File: src/rtl/jesd204_rx_cgs.sv
// Per-lane JESD204B RX code-group synchronisation: CS_INIT/CS_CHECK/CS_DATA state machine,
// SYNC~ generation, ILAS start detection and registered data forwarding with a valid qualifier.
module jesd204_rx_cgs #(
    parameter int unsigned CGS_K_WORDS  = 4,
    parameter int unsigned ERR_LIMIT    = 3,
    parameter int unsigned SYNC_MIN_LOW = 16,
    parameter int unsigned ERR_STAT_W   = 16
) (
    input  logic                  rxusrclk2_in,
    input  logic                  rx_reset_n_in,
    input  logic                  rx_reset_done_in,
    input  logic                  rxbyteisaligned_in,
    input  logic [31:0]           rxdata_in,
    input  logic [3:0]            rxctrl0_in,
    input  logic [3:0]            rxctrl1_in,
    input  logic [3:0]            rxctrl3_in,
    output logic                  sync_n_out,
    output logic [1:0]            cgs_state_out,
    output logic [31:0]           data_out,
    output logic [3:0]            ctrl_out,
    output logic                  data_valid_out,
    output logic                  ilas_start_out,
    output logic [ERR_STAT_W-1:0] err_cnt_out
);

    localparam int unsigned KW = $clog2(CGS_K_WORDS + 1);
    localparam int unsigned LW = $clog2(SYNC_MIN_LOW + 1);
    localparam int unsigned EW = $clog2(ERR_LIMIT + 1);

    localparam logic [KW-1:0] KMax = KW'(CGS_K_WORDS);
    localparam logic [LW-1:0] LMax = LW'(SYNC_MIN_LOW);
    localparam logic [EW-1:0] EMax = EW'(ERR_LIMIT);

    typedef enum logic [1:0] {
        StInit  = 2'b00,
        StCheck = 2'b01,
        StData  = 2'b10
    } cgs_state_e;

    cgs_state_e            state_q, state_d;
    logic [KW-1:0]         k_cnt_q, k_cnt_d, k_inc;
    logic [LW-1:0]         low_cnt_q, low_cnt_d, low_inc;
    logic [EW-1:0]         err_run_q, err_run_d, err_inc;
    logic [ERR_STAT_W-1:0] err_cnt_q, err_cnt_d;
    logic                  sync_n_q, valid_q, valid_d, ilas_q, ilas_d;
    logic [31:0]           data_q;
    logic [3:0]            ctrl_q;

    logic err_word, k_word, r_word, link_down;

    always_comb begin
        err_word  = |(rxctrl1_in | rxctrl3_in);
        k_word    = !err_word && (rxctrl0_in == 4'hF) && (rxdata_in == 32'hBCBC_BCBC);
        r_word    = !err_word && rxctrl0_in[0] && (rxdata_in[7:0] == 8'h1C);
        link_down = !rx_reset_done_in || !rxbyteisaligned_in;

        k_inc   = (k_cnt_q == KMax) ? k_cnt_q : k_cnt_q + 1'b1;
        low_inc = (low_cnt_q == LMax) ? low_cnt_q : low_cnt_q + 1'b1;
        err_inc = (err_run_q == EMax) ? err_run_q : err_run_q + 1'b1;

        state_d   = state_q;
        k_cnt_d   = k_cnt_q;
        low_cnt_d = low_cnt_q;
        err_run_d = err_run_q;
        valid_d   = 1'b0;
        ilas_d    = 1'b0;

        err_cnt_d = err_cnt_q;
        if (err_word && (err_cnt_q != '1)) begin
            err_cnt_d = err_cnt_q + 1'b1;
        end

        if (link_down) begin
            // Held link-down keeps re-entering CS_INIT, so SYNC~ low time counts from link-up
            state_d   = StInit;
            k_cnt_d   = '0;
            low_cnt_d = '0;
            err_run_d = '0;
        end else begin
            unique case (state_q)
                StInit: begin
                    k_cnt_d   = k_word ? k_inc : '0;
                    low_cnt_d = low_inc;
                    if (k_word && (k_inc == KMax) && (low_inc == LMax)) begin
                        state_d   = StCheck;
                        k_cnt_d   = '0;
                        low_cnt_d = '0;
                        err_run_d = '0;
                    end
                end
                StCheck: begin
                    if (err_word) begin
                        err_run_d = err_inc;
                        if (err_inc == EMax) begin
                            state_d   = StInit;
                            err_run_d = '0;
                        end
                    end else if (r_word) begin
                        state_d   = StData;
                        err_run_d = '0;
                        valid_d   = 1'b1;
                        ilas_d    = 1'b1;
                    end else if (!k_word) begin
                        state_d   = StInit;
                        err_run_d = '0;
                    end
                end
                StData: begin
                    if (err_word && (err_inc == EMax)) begin
                        state_d   = StInit;
                        err_run_d = '0;
                    end else begin
                        valid_d = 1'b1;
                        if (err_word) begin
                            err_run_d = err_inc;
                        end
                    end
                end
                default: begin
                    state_d   = StInit;
                    k_cnt_d   = '0;
                    low_cnt_d = '0;
                    err_run_d = '0;
                end
            endcase
        end
    end

    always_ff @(posedge rxusrclk2_in or negedge rx_reset_n_in) begin
        if (!rx_reset_n_in) begin
            state_q   <= StInit;
            k_cnt_q   <= '0;
            low_cnt_q <= '0;
            err_run_q <= '0;
            err_cnt_q <= '0;
            sync_n_q  <= 1'b0;
            valid_q   <= 1'b0;
            ilas_q    <= 1'b0;
            data_q    <= '0;
            ctrl_q    <= '0;
        end else begin
            state_q   <= state_d;
            k_cnt_q   <= k_cnt_d;
            low_cnt_q <= low_cnt_d;
            err_run_q <= err_run_d;
            err_cnt_q <= err_cnt_d;
            sync_n_q  <= (state_d != StInit);
            valid_q   <= valid_d;
            ilas_q    <= ilas_d;
            data_q    <= rxdata_in;
            ctrl_q    <= rxctrl0_in;
        end
    end

    assign sync_n_out     = sync_n_q;
    assign cgs_state_out  = state_q;
    assign data_out       = data_q;
    assign ctrl_out       = ctrl_q;
    assign data_valid_out = valid_q;
    assign ilas_start_out = ilas_q;
    assign err_cnt_out    = err_cnt_q;

endmodule
File: config.mk
export PLATFORM = sky130hd
export DESIGN_NAME = jesd204_rx_cgs
export DESIGN_NICKNAME = d
export VERILOG_FILES = /design/src/rtl/jesd204_rx_cgs.sv
export SDC_FILE = /design/constraint.sdc
export NUM_CORES = 1
export LEC_CHECK = 0
export BUFFER_PORTS_ARGS = -buffer_cell sky130_fd_sc_hd__buf_2
export CAP_MARGIN = 20
export CORE_MARGIN = 5
export CORE_UTILIZATION = 44
export CTS_CLUSTER_SIZE = 40
export DETAILED_ROUTE_END_ITERATION = 10
export PLACE_DENSITY = 0.75
export SLEW_MARGIN = 20
export SYNTH_ARGS = -nofsm -noshare
export SYNTH_HDL_FRONTEND = slang
export SYNTH_SLANG_ARGS = --single-unit
File: constraint.sdc
create_clock -name rxusrclk2_in -period 2.21 [get_ports rxusrclk2_in]
set_input_delay 0.1105 -clock rxusrclk2_in [delete_from_list [all_inputs] [get_ports rxusrclk2_in]]
set_output_delay 0.1105 -clock rxusrclk2_in [all_outputs]
set_load 0.03 [all_outputs]
; ---- Word-level counts from Yosys, hierarchy flattened
; Index checks and enable logic that the tools add are counted.
; Widths: inputs -> output; s select.
[classes]
add_sub_neg = 4
eq_ne = 16
muxes = 34
bitwise = 1
reduce_logical = 17
[op_table]
columns = cell, n
row1 = $eq 32x32->1 const B, 1
row2 = $mux 2, 16
row3 = $add 16x1->16 const B, 1
row4 = $ne 16x16->1 const B, 1
row5 = $mux 5, 3
row6 = $mux 3, 4
row7 = $pmux 2 s3, 2
row8 = $eq 5x5->1 const B, 2
row9 = $pmux 5 s2, 1
row10 = $eq 8x5->1 const B, 1
row11 = $logic_and 1x1->1, 8
row12 = $eq 2x2->1 const B, 3
row13 = $eq 3x3->1 const B, 2
row14 = $mux 1, 6
row15 = $pmux 3 s2, 1
row16 = $add 5x1->5 const B, 1
row17 = $ne 5x5->1 const B, 1
row18 = $eq 4x4->1 const B, 1
row19 = $ne 4x4->1 const B, 1
row20 = $or 4x4->4, 1
row21 = $reduce_or 4->1, 1
row22 = $add 3x1->3 const B, 1
row23 = $logic_not 1->1, 3
row24 = $ne 3x3->1 const B, 1
row25 = 9 further kinds, 9
[word_totals]
regBits = 67
output_inout_bits = 57

; ---- Longest topological paths before layout
; Gate-level depths: netlist of run 1.
[logic_depth]
depth_word = 11
mapped_depth = 9

; ---- Worst setup path after synthesis of run 1
; Ideal clock, no wire load.
[synth_timing]
path_kind = flip-flop to flip-flop
startpoint = register low_cnt_q[0]
endpoint = register err_run_q[1]
setup_time_ps = 103
arrival_ps = 2165
t_required_ps = 2107
slack_ps = -59
path_stages_with_launch = 9
n_path_buf = 0
path_cell_list = dfrtp_1 -> inv_1 -> ha_1 -> nor4bb_1 -> and2_1 -> o311ai_1 -> o21a_1 -> or3_4 -> o41ai_2
[synth_via]
elab_chain_cells = 6
elab_cells_between_ends = 7
classes_between = add/sub (1) / eq/ne (3) / mux (1) / reduce/logical (2)
[synth_lines]
columns = element, line_no
row1 = start: declaration, 42  ; logic [LW-1:0] low_cnt_q, low_cnt_d, low_inc;
row2 = start signal: assignment, 144  ; low_cnt_q <= low_cnt_d;
row3 = $add 5x1->5 or $eq 5x5->1 (tied branches), 58  ; low_inc = (low_cnt_q == LMax) ? low_cnt_q : low_cnt_q + 1'b1;
row4 = $mux 5 (*), 58
row5 = $eq 5x5->1 (*), 84  ; if (k_word && (k_inc == KMax) && (low_inc == LMax)) begin
row6 = $logic_and 1x1->1 (*), 84
row7 = $ne 3x3->1 (no source line) (*), --
row8 = $reduce_and 3->1 (no source line) (*), --
row9 = end signal: assignment, 145  ; err_run_q <= err_run_d;
row10 = end: declaration, 43  ; logic [EW-1:0] err_run_q, err_run_d, err_inc;
; Mark *: on every way between the ends. The rest lies on a longest branch, timed or not.
; A chain may end at the register's enable or synchronous reset.

; ---- Final worst setup path of run 1
[layout_timing]
startpoint = register k_cnt_q[1]
endpoint = register err_run_q[1]
[layout_via]
elab_chain_cells = 7
elab_cells_between_ends = 8
classes_between = add/sub (1) / eq/ne (3) / mux (1) / reduce/logical (3)
[layout_lines]
columns = element, line_no
row1 = start: declaration, 41  ; logic [KW-1:0] k_cnt_q, k_cnt_d, k_inc;
row2 = start signal: assignment, 143  ; k_cnt_q <= k_cnt_d;
row3 = $add 3x1->3 or $eq 3x3->1 (tied branches), 57  ; k_inc = (k_cnt_q == KMax) ? k_cnt_q : k_cnt_q + 1'b1;
row4 = $mux 3 (*), 57
row5 = $eq 3x3->1 (*), 84
row6 = $logic_and 1x1->1 (*) (2 in series), 84
row7 = $ne 3x3->1 (no source line) (*), --
row8 = $reduce_and 3->1 (no source line) (*), --
; Marked as above.

==> impl.org, run 1 <==
** CTS
- In this run the deepest clock path goes through 2 buffers.
- The cell sitting at the root of the clock tree is a sky130_fd_sc_hd__clkbuf_8.
- Clock-pin slew was measured on the worst setup and hold paths at 0.08 ns.
- TritonCTS built the clock tree.
- The H-tree was split into 3 levels.
- Total clock buffers created by CTS :: 9
- For this design, the sink count on the clock tree is 67.
- Clock latency on the worst-skew pair :: roughly 0.34 ns

** STA
- The worst path needs 2.150 ns of the cycle, external delays included.
- Worst-Margin Slew :: roughly 0.74 ns
- Slew margin rel. :: 0.5095
- Fmax :: 0.4652 GHz
- Setup repair after global routing missed its margin :: yes
- Final hold viol count :: 0
- Dividing the final minimum period by the clock period gives 0.9727.
- The total count of max-transition violations in the final report was 0.
- Post-layout worst setup margin :: approximately 0.060 ns
- Total setup violations reported at the end of the flow :: 0
- Adding up every negative setup slack in the final design gives 0 ns.
- The clock arrives with 0.009721 ns of skew.

** Place
- The wire-length estimate of the detail-placed layout is between 5000 and 6000 um.
- At the placement stage, the worst setup path has a slack of -0.1082 ns.
- Last weighted congestion value of the routability-driven placer :: 0.8251
- Cell count after placement :: 436
- Total of buffers placed on input and output ports :: 104

** Detailed routing
- Met1 wire length :: 3254 um
- DRC Markers :: 0
- In the routed layout, each cell is associated on average with a via count of 5.133.
- The final layout contains routed wiring with a total length of about 8000 um.
- The pre-antenna-repair detailed-routing pass consisted of 4 iterations.
- After detailed routing, the met3 layer carries 389 um of wire.
- Detail Route Antenna Nets :: 0
- Detail Route met2 WL :: 4322 um
- Top layer used by detailed routing :: met4
- Total number of vias :: roughly 2500
- Average wire per standard cell :: ~17 um
- Initial detailed-routing violation count :: 76

** Setup path
- Critical path capture point type :: flop
- Launching element type of the critical path :: flop
- Worst reg2reg path startpoint :: k_cnt_q[1]$_DFFE_PN0P_
- Data on the critical path is required at its endpoint by 2.46 ns.
- Origin of the worst setup path :: k_cnt_q[1]$_DFFE_PN0P_
- Arrival time reported for the critical path endpoint :: about 2.4 ns
- The setup path with the least slack is of type reg -> reg.
- Highest net fanout along the worst path :: 3

** Global route
- The initial antenna violation count came to 0.
- Entering global routing, the biggest net connects 39 pins.
- Residual overflow from global routing :: 0
- Vias in the first global route :: 2793
- The first global-routing pass estimated 13450 um of wire.
- In the global route stage, overall resource usage came out at 0.2092.

** Floorplan
- The die is roughly 90 um tall.
- For this configuration, the core starts out at a cell density of 0.4477.
- Standard cell core area :: 6277 um2
- In this run the core area contains 29 standard-cell rows.
- The die covers 8085 um2.
- In this run the count of I/O pins placed on the die edge is between 100 and 150.
- Die width :: 89.92 um

** Status
- Status :: complete, no violations

** Yosys
- In the synthesized netlist, the cells that appear most often are sky130_fd_sc_hd__dfrtp_1, sky130_fd_sc_hd__nand2_1, sky130_fd_sc_hd__nand3_1.
- After synthesis, the share of flip-flops with an asynchronous set or reset is 1.000.
- Cell types with the largest area share after synthesis :: sky130_fd_sc_hd__dfrtp_1, sky130_fd_sc_hd__ha_1, sky130_fd_sc_hd__nand2_1, sky130_fd_sc_hd__xnor2_1, sky130_fd_sc_hd__nand3_1
- The Yosys step of the flow raised 0 warnings.
- Dominant cell type by area after synthesis :: sky130_fd_sc_hd__dfrtp_1
- Yosys cell types :: 50
- The share of the Yosys chip area taken by registers is 0.5966.
- Most instantiated library cell after synthesis :: sky130_fd_sc_hd__dfrtp_1
- The number of nets handed over by synthesis was 295.
- Number of synthesized flops with an enable pin :: 0
- Syn Std Cell Area :: 2810 um2
- For this run, the leading register cell type out of synthesis is sky130_fd_sc_hd__dfrtp_1.
- Counting every instance in the synthesized netlist gives 238.
- Top cell type's share of synthesized area :: 0.5966
- A synthesized cell averages 11.81 um2.
- Number of flip-flops and latches in the synthesized netlist :: 67

** Finish
- Proportion of layout cells with a drive suffix above 1 :: 0.3947
- The number of antenna diodes in the final layout is 0.
- Count of placed standard cells in the final layout, fillers left out :: 490
- In the final design database the tool counted around 470 nets.
- Syn-to-layout area delta :: 51.07%

** Pwr
- Leak :: a little over 2 nW
- For this design the ratio of total power to cell area is 739.7 nW/um2.
- Maximum vdd ir drop :: between 0.7 and 0.8 mV

** Min path
- Hold path startpoint :: rxbyteisaligned_in
- Worst hold path class :: in -> reg

** Job
- Maximum Capacitance Violations :: 0
state kept, by name (all words and copies together) (netlist names):
name	cells
ctrl_out	4
cgs_state_out	2
err_cnt_out	16
low_cnt_q	5
err_run_q	2
sync_n_out	1
data_out	32
k_cnt_q	3
data_valid_out	1
ilas_start_out	1
repair_timing:
item                                    4_1_cts  5_1_grt
hold buffers                                 37        0
pin swaps                                     0       12
gates resized for setup                       1       14
setup buffers                                 0        1
endpoints found under the hold margin        65        0
endpoints found under the setup margin        1       11
through the flow:
stage          area (um2)  power, mW    util  hold slack (ns)
3_3_place_gp         3603      2.005  0.5740           0.1727
2_1_floorplan        2816      1.785       -          -0.1851
6_report             4245      3.140  0.6763           0.2281
4_1_cts              4183      3.121  0.6663           0.2130
3_5_place_dp         3603      2.030  0.5740           0.1909
5_1_grt              4245      3.267  0.6763           0.2483
power breakdown:
part / leakage, nW / switching [mW] / total [mW] / internal (mW)
Sequential: 0.834 / 0.0990 / 1.43 / 1.33
Clock: 0.104 / 0.503 / 1.06 / 0.559
Combinational: 1.12 / 0.399 / 0.651 / 0.252
kinds of logic (layout without fill, tap and decap cells):
group | after synthesis | in the layout | synth area share
buffers and inverters | 17 | 192 | 0.02315
muxes | 3 | 3 | 0.01158
xor gates and xnor gates | 14 | 14 | 0.04363
and+or+nand+nor | 98 | 98 | 0.2039
DFF | 67 | 67 | 0.5966
adders and majority gates | 9 | 9 | 0.04007
AOI/OAI and AO/OA | 30 | 30 | 0.08104
area by class of cell:
| cell class | count | area, um2 |
|---|---|---|
| Fill cell | 459 | 2032 |
| Tap cell | 77 | 96.34 |
| Inverter | 12 | 45.04 |
| Clock buffer | 11 | 141.4 |
| Timing Repair Buffer | 164 | 1092 |
| Multi-Input combinational cell | 154 | 1131 |
| Clock inverter | 5 | 61.31 |
| Sequential cell | 67 | 1678 |
worst max-delay path: stages, from the launching register on:
cell	delay (ns)
sky130_fd_sc_hd__dfrtp_1	0.42
sky130_fd_sc_hd__inv_2	0.09
sky130_fd_sc_hd__ha_4	0.13
sky130_fd_sc_hd__buf_6	0.09
sky130_fd_sc_hd__nand3b_1	0.09
sky130_fd_sc_hd__a311oi_2	0.29
sky130_fd_sc_hd__o311ai_2	0.16
sky130_fd_sc_hd__o21a_1	0.22
sky130_fd_sc_hd__or3_4	0.38
sky130_fd_sc_hd__o41ai_2	0.19
cell usage in the layout, fill, tap and decap left out, types with 2 or more instances in the layout:
master and n:
sky130_fd_sc_hd__mux2_2 2, sky130_fd_sc_hd__buf_12 2, sky130_fd_sc_hd__buf_4 20, sky130_fd_sc_hd__xnor2_1 9, sky130_fd_sc_hd__nor2_1 9, sky130_fd_sc_hd__dfrtp_1 66
sky130_fd_sc_hd__a21boi_0 3, sky130_fd_sc_hd__or4_1 3, sky130_fd_sc_hd__inv_2 2, sky130_fd_sc_hd__clkinv_4 2, sky130_fd_sc_hd__nor3_1 8, sky130_fd_sc_hd__and4_1 2
sky130_fd_sc_hd__o311ai_2 2, sky130_fd_sc_hd__and3_1 5, sky130_fd_sc_hd__inv_1 10, sky130_fd_sc_hd__a21oi_1 4, sky130_fd_sc_hd__xor2_1 5, sky130_fd_sc_hd__buf_2 104
sky130_fd_sc_hd__nand4_1 9, sky130_fd_sc_hd__nand3_1 13, sky130_fd_sc_hd__nand4bb_1 3, sky130_fd_sc_hd__clkbuf_8 10, sky130_fd_sc_hd__a31oi_1 5, sky130_fd_sc_hd__nand2_1 26
sky130_fd_sc_hd__dlygate4sd3_1 37, sky130_fd_sc_hd__and2_1 3, sky130_fd_sc_hd__ha_2 2, sky130_fd_sc_hd__ha_1 6, sky130_fd_sc_hd__nand3b_1 3
worst paths after layout:
kind                                                     to  slack [ns]  depth (start not counted)
worst max-delay path               err_run_q[1]$_DFFE_PN0P_        0.06                          9
worst min-delay path               err_run_q[1]$_DFFE_PN0P_        0.23                          4
worst max register to register     err_run_q[1]$_DFFE_PN0P_        0.06                          9
worst min register to register  err_cnt_out[15]$_DFFE_PN0P_        0.50                          1
max in group asynchronous          low_cnt_q[1]$_DFFE_PN0P_        1.17                          3
min in group asynchronous            data_out[18]$_DFF_PN0_        0.36                          2
metal layers:
| metal | up-vias | GRT usage |
|---|---|---|
| li1 | 1199 | - |
| met1 | 1232 | 0.2373 |
| met2 | 71 | 0.3744 |
| met3 | 13 | 0.05593 |
| met5 | - | 0 |
| met4 | 0 | 0.07816 |
Note: power is estimated with default switching activity, not from simulation.
==> run 2, diff against run 1 <==
--- a/config.mk
+++ b/config.mk
@@ -5,10 +5,11 @@
 export SDC_FILE = /design/constraint.sdc
 export NUM_CORES = 1
 export LEC_CHECK = 0
+export ABC_AREA = 1
 export BUFFER_PORTS_ARGS = -buffer_cell sky130_fd_sc_hd__buf_2
 export CAP_MARGIN = 20
 export CORE_MARGIN = 5
-export CORE_UTILIZATION = 44
+export CORE_UTILIZATION = 45
 export CTS_CLUSTER_SIZE = 40
 export DETAILED_ROUTE_END_ITERATION = 10
 export PLACE_DENSITY = 0.75
==> run 2 against run 1 <==
  * Worst setup slack gained 0.25 ns
  * Routed wire length is 3.5% lower
  * Maximum frequency up 13%
  * Clock power is 21% lower
  * Largest cell class unchanged
  * Core utilization is 4.6 points lower
  * Via count rose by 9.2%
  * Combinational power is 6.0% higher
  * Non-clock buffer count shrank 21
  * Highest routed layer unchanged
  * Clock skew about the same
  * First-iteration DRC count increased by 34%
==> impl.org, run 2 <==
** CTS
- Total clock buffers created by CTS :: 9 (unchanged)
- The clock-pin transition on the worst setup and hold timing paths came to 0.07 ns (about the same).
- H-Tree Depth :: 3 (unchanged)
- Clock sink count :: 67 (unchanged)
- Clock latency on the worst-skew pair :: 0.34 ns (about the same)
- Clock Tree Buf Depth :: 2 (unchanged)
- The tree is rooted in a sky130_fd_sc_hd__clkbuf_8.
- CTS tree :: yes

** Setup path
- The peak fanout along the critical path is 9 (+6).
- Among the stages of the critical path, the cell type that occurs most often is sky130_fd_sc_hd__inv_1.
- Total number of cells along the worst setup path :: 7 (-2)
- The data required time at the worst endpoint came to 2.43 ns (-0.03 ns).
- The worst reg2reg path depth is 7 (-2).
- The kind of cell with the highest combined delay along the critical path is simple AND/OR/NAND/NOR gates.
- The number of buffer and inverter stages on the critical path came to 3 (+1).
- Slowest stage cell, crit path :: sky130_fd_sc_hd__dfrtp_1
- In this run the critical register-to-register path is captured at low_cnt_q[0]$_DFFE_PN0P_.
- R2R Setup Slk :: 0.31 ns (+0.25 ns)
- Launching element type of the critical path :: flop
- Walking the worst path, the cells encountered are inv_1, ha_1, inv_1, nor2_1, inv_1, nand3_1, o22ai_1.
- The critical path is of the reg -> reg type.
- The longest individual stage delay on the worst path was 0.46 ns (+0.04 ns).
- The data arrival time at the worst-slack endpoint was 2.12 ns (-0.28 ns).
- Worst reg2reg path startpoint :: cgs_state_out[1]$_DFF_PN0_
- Critical path capture point type :: flop

** STA
- The post-route clock period utilization came to 0.8600 (-0.1127).
- Total negative slack for setup checks :: 0 ns (unchanged)
- Slew margin rel. :: 0.6632 (+0.1537)
- Worst Skew :: 0.01017 ns (+0.0004514 ns)
- The top achievable clock speed came to 0.5261 GHz (+13%).
- Final Slew Violations :: 0 (unchanged)
- Final hold viol count :: 0 (unchanged)
- The final count of negative-setup-slack endpoints came to 0 (unchanged).
- Setup repair after global routing left no endpoint under its margin.
- The hold slack is 0.1296 ns (-0.09851 ns).
- Worst-Margin Slew :: 0.5000 ns (-0.2358 ns)
- Post-layout worst setup margin :: 0.3094 ns (+0.2490 ns)
- Crit path time final :: 1.901 ns (-0.2490 ns)

** Floorplan
- The die height came to 92.35 um (+2.7%).
- I/O pin cnt :: 105 (unchanged)
- The standard-cell row count is 30 (+3.4%).
- Starting density of the core :: 0.4567 (+0.009064)
- The x dimension of the die came to 92.35 um (+2.7%).
- Full die area :: 8529 um2 (+5.5%)
- Standard cell core area :: 6681 um2 (+6.4%)

** Detailed routing
- The number of search-and-repair iterations in the first detailed-routing pass was 4 (unchanged).
- The remaining antenna violation count is 0 (unchanged).
- The via count was 2746 (+9.2%).
- Mean number of vias per cell :: 4.843 (-5.6%)
- Average wire per standard cell :: 13.82 um (-17%)
- The final routed DRC violation total is 0 (unchanged).
- The detailed-route wire length was 7836 um (-3.5%).
- Initial detailed-routing violation count :: 102 (+34%)

** Yosys
- The commonest cells after synthesis are sky130_fd_sc_hd__nand2_1, sky130_fd_sc_hd__dfrtp_1, sky130_fd_sc_hd__nor2_1.
- Cell types with the largest area share after synthesis :: sky130_fd_sc_hd__dfrtp_1, sky130_fd_sc_hd__nand2_1, sky130_fd_sc_hd__nor2_1, sky130_fd_sc_hd__inv_1, sky130_fd_sc_hd__xor2_1
- The sequential fraction of the synthesis area was 0.5494 (-0.04721).
- Primary flip-flop cell chosen by synthesis mapping :: sky130_fd_sc_hd__dfrtp_1
- The average cell area after synthesis came to 9.220 um2 (-22%).
- Yosys cell types :: 29 (-42%)
- The area of the mapped netlist is 3052 um2 (+8.6%).
- The count of flip-flops with a built-in enable after synthesis is 0 (unchanged).
- The number of warnings reported in the yosys synthesis log is 0 (unchanged).
- Most instantiated library cell after synthesis :: sky130_fd_sc_hd__nand2_1
- Post-synthesis cell count :: 331 (+39%)
- Top cell type's share of synthesized area :: 0.5494 (-0.04721)
- The net count after synthesis was 388 (+32%).
- Number of flip-flops and latches in the synthesized netlist :: 67 (unchanged)
- Of all cell types, the one taking the most synthesized area is sky130_fd_sc_hd__dfrtp_1.
- Fraction of registers with async set or reset after synthesis :: 1.000 (unchanged)

** Finish
- Syn-to-layout area delta :: 38.05%
- The library cell used most frequently in the layout, excluding fill and tap cells, is sky130_fd_sc_hd__buf_2.
- The final net count was 542 (+17%).
- Commonest cells after routing, fill and taps aside :: sky130_fd_sc_hd__buf_2, sky130_fd_sc_hd__nand2_1, sky130_fd_sc_hd__dfrtp_1
- The layout cell share with drive strength beyond 1 was 0.2834 (-0.1113).
- The number of diodes added for antenna fixing was 0 (unchanged).
- Number of flip-flops in the largest register :: 32 (unchanged)
- Filler cell count in the final layout :: 532 (+16%)

** Global route
- Residual overflow from global routing :: 0 (unchanged)
- Tot GR Track Use :: 0.2015 (-0.007783)
- Antenna violations before repair :: 0 (unchanged)
- The via count of the first global-routing pass is 2888 (+3.4%).
- Pin count of the biggest net entering global routing :: 27 (-31%)
- The global-route wire length before repair came to 13650 um (+1.5%).

** Place
- The count of buffers inserted at the top-level ports is 104 (unchanged).
- DP HPWL :: 5728 um (+4.1%)
- Worst slack, placed :: 0.3437 ns (+0.4518 ns)
- Last weighted congestion value of the routability-driven placer :: 0.9694 (+17%)

** Min path
- The startpoint identified for the worst hold timing path is rxbyteisaligned_in.
- The worst hold path stage count is 3 (-1).
- Destination of the worst hold path :: ilas_start_out$_DFF_PN0_
- Worst hold path class :: in -> reg

** Job
- Maximum Capacitance Violations :: 0 (unchanged)

** Status
- Status :: complete, no violations

** Pwr
- The total power density per cell area was 705.1 nW/um2 (-4.7%).
- The leakage power of the design came to 2.121 nW (+3.0%).
- The maximum vdd ir drop was 0.5337 mV (-30%).
## run 2: logic make-up (layout without fill, tap and decap cells)
| kind of cell | Yosys count | after routing | synth area share |
|---|---|---|---|
| xor gates and xnor gates | 19 | 19 | 0.05453 |
| DFF | 67 | 67 | 0.5494 |
| AOI/OAI and AO/OA | 18 | 18 | 0.03198 |
| buffers and inverters | 41 | 197 | 0.05125 |
| adders and majority gates | 9 | 9 | 0.03690 |
| and+or+nand+nor | 177 | 177 | 0.2759 |
## run 2: per-layer routing
layer / up-vias / GRT usage / routed length [um]
li1: 1350 / - / -
met1: 1289 / 0.2445 / 3255
met2: 89 / 0.3408 / 3887
met3: 18 / 0.05280 / 508
met4: 0 / 0.08045 / 185
met5: - / 0 / 0
## run 2: through the flow
step | cell area [um2] | total power [mW] | util | instances
after floorplan | 3052 | 1.854 | - | 331
after global placement | 3687 | 2.087 | 0.5519 | 517
after detailed placement | 3687 | 2.105 | 0.5519 | 517
after CTS | 4213 | 2.997 | 0.6305 | 567
after global routing | 4213 | 3.146 | 0.6305 | 567
final | 4213 | 2.970 | 0.6305 | 567
## run 2: power by group
| part | total (mW) | internal (mW) | leakage [nW] | switching [mW] |
|---|---|---|---|---|
| clock | 0.838 | 0.414 | 0.0799 | 0.424 |
| sequential | 1.44 | 1.34 | 0.818 | 0.106 |
| combinational | 0.690 | 0.242 | 1.22 | 0.448 |
## run 2: worst max path at each step
| stage | from | end | slack, ns |
|---|---|---|---|
| floorplan | cgs_state_out[0]$_DFF_PN0_ | low_cnt_q[0]$_DFFE_PN0P_ | 0.43 |
| global placement | cgs_state_out[1]$_DFF_PN0_ | low_cnt_q[0]$_DFFE_PN0P_ | 0.52 |
| detailed placement | cgs_state_out[1]$_DFF_PN0_ | low_cnt_q[3]$_DFFE_PN0P_ | 0.34 |
| CTS | cgs_state_out[1]$_DFF_PN0_ | k_cnt_q[0]$_DFFE_PN0P_ | 0.34 |
| global route | cgs_state_out[1]$_DFF_PN0_ | low_cnt_q[3]$_DFFE_PN0P_ | 0.06 |
| finish | cgs_state_out[1]$_DFF_PN0_ | low_cnt_q[0]$_DFFE_PN0P_ | 0.31 |
## run 2: final cells by class
| type | instances | area, um2 | share of cell area |
|---|---|---|---|
| Timing Repair Buffer | 143 | 905.9 | 0.2150 |
| Inverter | 41 | 156.4 | 0.03713 |
| Sequential cell | 67 | 1677 | 0.3980 |
| Multi-Input combinational cell | 223 | 1219 | 0.2893 |
| Clock buffer | 10 | 137.6 | 0.03267 |
| Tap cell | 80 | 100.1 | 0.02376 |
| Clock inverter | 3 | 17.52 | 0.004158 |
## run 2: repair_timing
item | in CTS | in global routing
setup buffers | 0 | 0
hold buffers | 37 | 0
endpoints found under the hold margin | 54 | 0
endpoints found under the setup margin | 0 | 0
resized for setup | 0 | 0
## run 2: worst min-delay path: cells and delay by family
kind / cells / cell delay [ns]
buffers and inverters: 1 / 0.09
and+or+nand+nor: 2 / 0.22
==> run 3, diff against run 2 <==
--- a/config.mk
+++ b/config.mk
@@ -12,6 +12,7 @@
 export CORE_UTILIZATION = 45
 export CTS_CLUSTER_SIZE = 40
 export DETAILED_ROUTE_END_ITERATION = 10
+export MAX_ROUTING_LAYER = met4
 export PLACE_DENSITY = 0.75
 export SLEW_MARGIN = 20
 export SYNTH_ARGS = -nofsm -noshare
==> run 3 against run 2 <==
  * Die area stayed put
  * Routed wire length unchanged
  * Sequential cell count unchanged
  * Register-to-register slack lost 0.02 ns
  * Combinational power about the same
  * Sequential power about the same
  * Clock-buffer cell count is the same
  * Non-clock buffer count stayed put
  * Worst setup slack got worse by 0.021 ns
  * First-iteration DRC count is 24% higher
  * Final area unchanged
  * Critical path type unchanged
  * Highest routed layer unchanged
==> impl.org, run 3 (synthesis gave the netlist of run 2 again) <==
** Status
- Status :: complete, no violations

** Setup path
- Total number of cells along the worst setup path :: 7 (unchanged)
- The most numerous cell type found on the critical path is sky130_fd_sc_hd__inv_1.
- The critical path in this run is classified as reg -> reg.
- Critical path required time :: 2.43 ns (about the same)
- Critical path capture point type :: flop
- The worst setup path is launched from a flop.
- Crit-path cells :: inv_1, ha_1, inv_1, nor2_1, inv_1, nand3_1, o22ai_1
- The data arrival time at the worst-slack endpoint came to 2.14 ns (+0.02 ns).
- Grouping stages by cell kind, the critical path spends the most delay in simple AND/OR/NAND/NOR gates.
- Slowest stage cell, crit path :: sky130_fd_sc_hd__dfrtp_1
- The longest individual stage delay on the worst path was 0.46 ns (about the same).
- The peak fanout along the critical path was 9 (unchanged).
- Depth of the worst register-to-register path :: 7 (unchanged)
- The number of buffer and inverter stages on the critical path was 3 (unchanged).
- The reg2reg setup slack is 0.29 ns (-0.02 ns).

** Finish
- The end-of-flow core utilization was 0.6305 (unchanged).
- The number of diodes added for antenna fixing is 0 (unchanged).
- The combined area of the multi-input logic cells is 1219 um2 (unchanged).
- The filler cell count is 532 (unchanged).
- The total area of sequential cells was 1677 um2 (unchanged).
- The post-route cell area was 4213 um2 (unchanged).
- Commonest cells after routing, fill and taps aside :: sky130_fd_sc_hd__buf_2, sky130_fd_sc_hd__nand2_1, sky130_fd_sc_hd__dfrtp_1
- Number of flip-flops in the largest register :: 32 (unchanged)
- Count of nets after finishing :: 542 (unchanged)
- Proportion of layout cells with a drive suffix above 1 :: 0.2834 (unchanged)
- Most common cell after layout, fill and taps aside :: sky130_fd_sc_hd__buf_2
- The area added between synthesis and finish was 38.05% (unchanged).

** Min path
- Instance count along the most critical hold path :: 3 (unchanged)
- Worst hold path class :: in -> reg

** Global route
- The initial antenna violation count was 0 (unchanged).
- Global-route wire length before repair :: 13660 um (+0.10%)
- Residual overflow from global routing :: 0 (unchanged)
- The global routing usage on met3 was 0.04630 (-0.006499).
- Highest-utilization routing layer at the global route stage :: met2
- Vias in the first global route :: 2881 (-0.24%)
- The pin count of the biggest net entering global routing is 27 (unchanged).
- Tot GR Track Use :: 0.2073 (+0.005799)
- The global-route met2 utilization came to 0.3408 (unchanged).
- GR Layer Usage met1 :: 0.2492 (+0.004742)

** STA
- Slew margin rel. :: 0.6556 (-0.007534)
- The post-route clock period utilization is 0.8695 (+0.009462).
- The final count of negative-setup-slack endpoints was 0 (unchanged).
- Setup repair after global routing missed its margin :: no
- The top achievable clock speed is 0.5204 GHz (-1.1%).
- Final hold viol count :: 0 (unchanged)
- Worst-Margin Slew :: 0.5111 ns (+0.01118 ns)
- The final critical-path required period was 1.922 ns (+0.02091 ns).
- The sum of negative setup slack is 0 ns (unchanged).
- The total count of max-transition violations in the final report was 0 (unchanged).
- The post-route clock skew came to 0.009654 ns (-0.0005185 ns).

** CTS
- Clock sink count :: 67 (unchanged)
- The clock-pin transition on the worst setup and hold timing paths was 0.07 ns (about the same).
- Total clock buffers created by CTS :: 9 (unchanged)
- The maximum number of buffers from clock root to sink is 2 (unchanged).
- Root cell of the clock tree :: sky130_fd_sc_hd__clkbuf_8
- Clock latency on the worst-skew pair :: 0.34 ns (about the same)
- The number of setup buffers added after CTS was 0 (unchanged).
- TritonCTS built the clock tree.
- H-Tree Depth :: 3 (unchanged)

** Pwr
- Leak :: 2.121 nW (unchanged)
- The maximum vdd ir drop is 0.5343 mV (+0.12%).
- The total power density per cell area came to 704.8 nW/um2 (about the same).
- The overall power consumption was 2.969 mW (about the same).

** Place
- The count of buffers inserted at the top-level ports is 104 (unchanged).
- Last weighted congestion value of the routability-driven placer :: 0.9874 (+1.9%)
- Cell Area, Placed :: 3687 um2 (unchanged)
- The HPWL after detailed placement is 5728 um (unchanged).

** Floorplan
- The die height was 92.35 um (unchanged).
- The total die area was 8529 um2 (unchanged).
- Die width :: 92.35 um (unchanged)
- Row Count :: 30 (unchanged)
- I/O pin cnt :: 105 (unchanged)
- Starting density of the core :: 0.4567 (unchanged)
- The area of the core is 6681 um2 (unchanged).

** Job
- The number of max-capacitance violations reported is 0 (unchanged).

** Detailed routing
- The number of search-and-repair iterations in the first detailed-routing pass came to 4 (unchanged).
- Total number of vias :: 2763 (+0.62%)
- DRC Markers :: 0 (unchanged)
- The remaining antenna violation count is 0 (unchanged).
- Average wire per standard cell :: 13.82 um (unchanged)
- Initial detailed-routing violation count :: 126 (+24%)
- Sum of routed wire length over all layers :: 7836 um (unchanged)
- Mean number of vias per cell :: 4.873 (+0.62%)
==> run 3: power by group <==
group / total [mW] / internal, mW / switching, mW
clock network: 0.837 / 0.414 / 0.422
logic: 0.690 / 0.242 / 0.448
registers: 1.44 / 1.34 / 0.107
total: 2.97 / 1.99 / 0.977
==> run 3: repair_timing <==
action,in CTS,in global routing
gates resized for setup,0,0
hold buffers,37,0
hold endpoints to repair,54,0
==> run 3: per-stage QoR <==
stage	setup slack, ns	std cells	hold WS (ns)
global placement	0.5207	517	0.06821
finish	0.2885	567	0.1275
CTS	0.3357	567	0.1229
detailed placement	0.3437	517	0.07186
global route	0.06177	567	0.1533
floorplan	0.4295	331	-0.1851
==> run 3: cell type report <==
type                       count  share of cell area
tap                           80             0.02376
clock buffer                  10             0.03267
timing repair buffer         143              0.2150
clock inverter                 3            0.004158
multi-input combinational    223              0.2893
inverter                      41             0.03713
sequential                    67              0.3980
==> run 3: final timing paths <==
kind                                                 start                  endpoint
worst max register to register  cgs_state_out[1]$_DFF_PN0_  low_cnt_q[0]$_DFFE_PN0P_
max in group asynchronous                    rx_reset_n_in  low_cnt_q[1]$_DFFE_PN0P_
worst min register to register    err_run_q[1]$_DFFE_PN0P_  err_run_q[1]$_DFFE_PN0P_
worst max-delay path            cgs_state_out[1]$_DFF_PN0_  low_cnt_q[0]$_DFFE_PN0P_
min in group asynchronous                    rx_reset_n_in    data_out[25]$_DFF_PN0_
worst min-delay path                    rxbyteisaligned_in  ilas_start_out$_DFF_PN0_
==> run 3: per-layer routing <==
layer | vias to the layer above | share of wire
li1 | 1353 | -
met1 | 1305 | 0.43
met2 | 87 | 0.50
met3 | 18 | 0.052
met4 | 0 | 0.024
met5 | - | 0
==> run 3: worst reg2reg max path, cell delays in order (launching register included) <==
cell and delay (ns):
sky130_fd_sc_hd__dfrtp_1 0.46, sky130_fd_sc_hd__inv_1 0.11, sky130_fd_sc_hd__ha_1 0.28, sky130_fd_sc_hd__inv_1 0.06
sky130_fd_sc_hd__nor2_1 0.41, sky130_fd_sc_hd__inv_1 0.25, sky130_fd_sc_hd__nand3_1 0.14, sky130_fd_sc_hd__o22ai_1 0.08
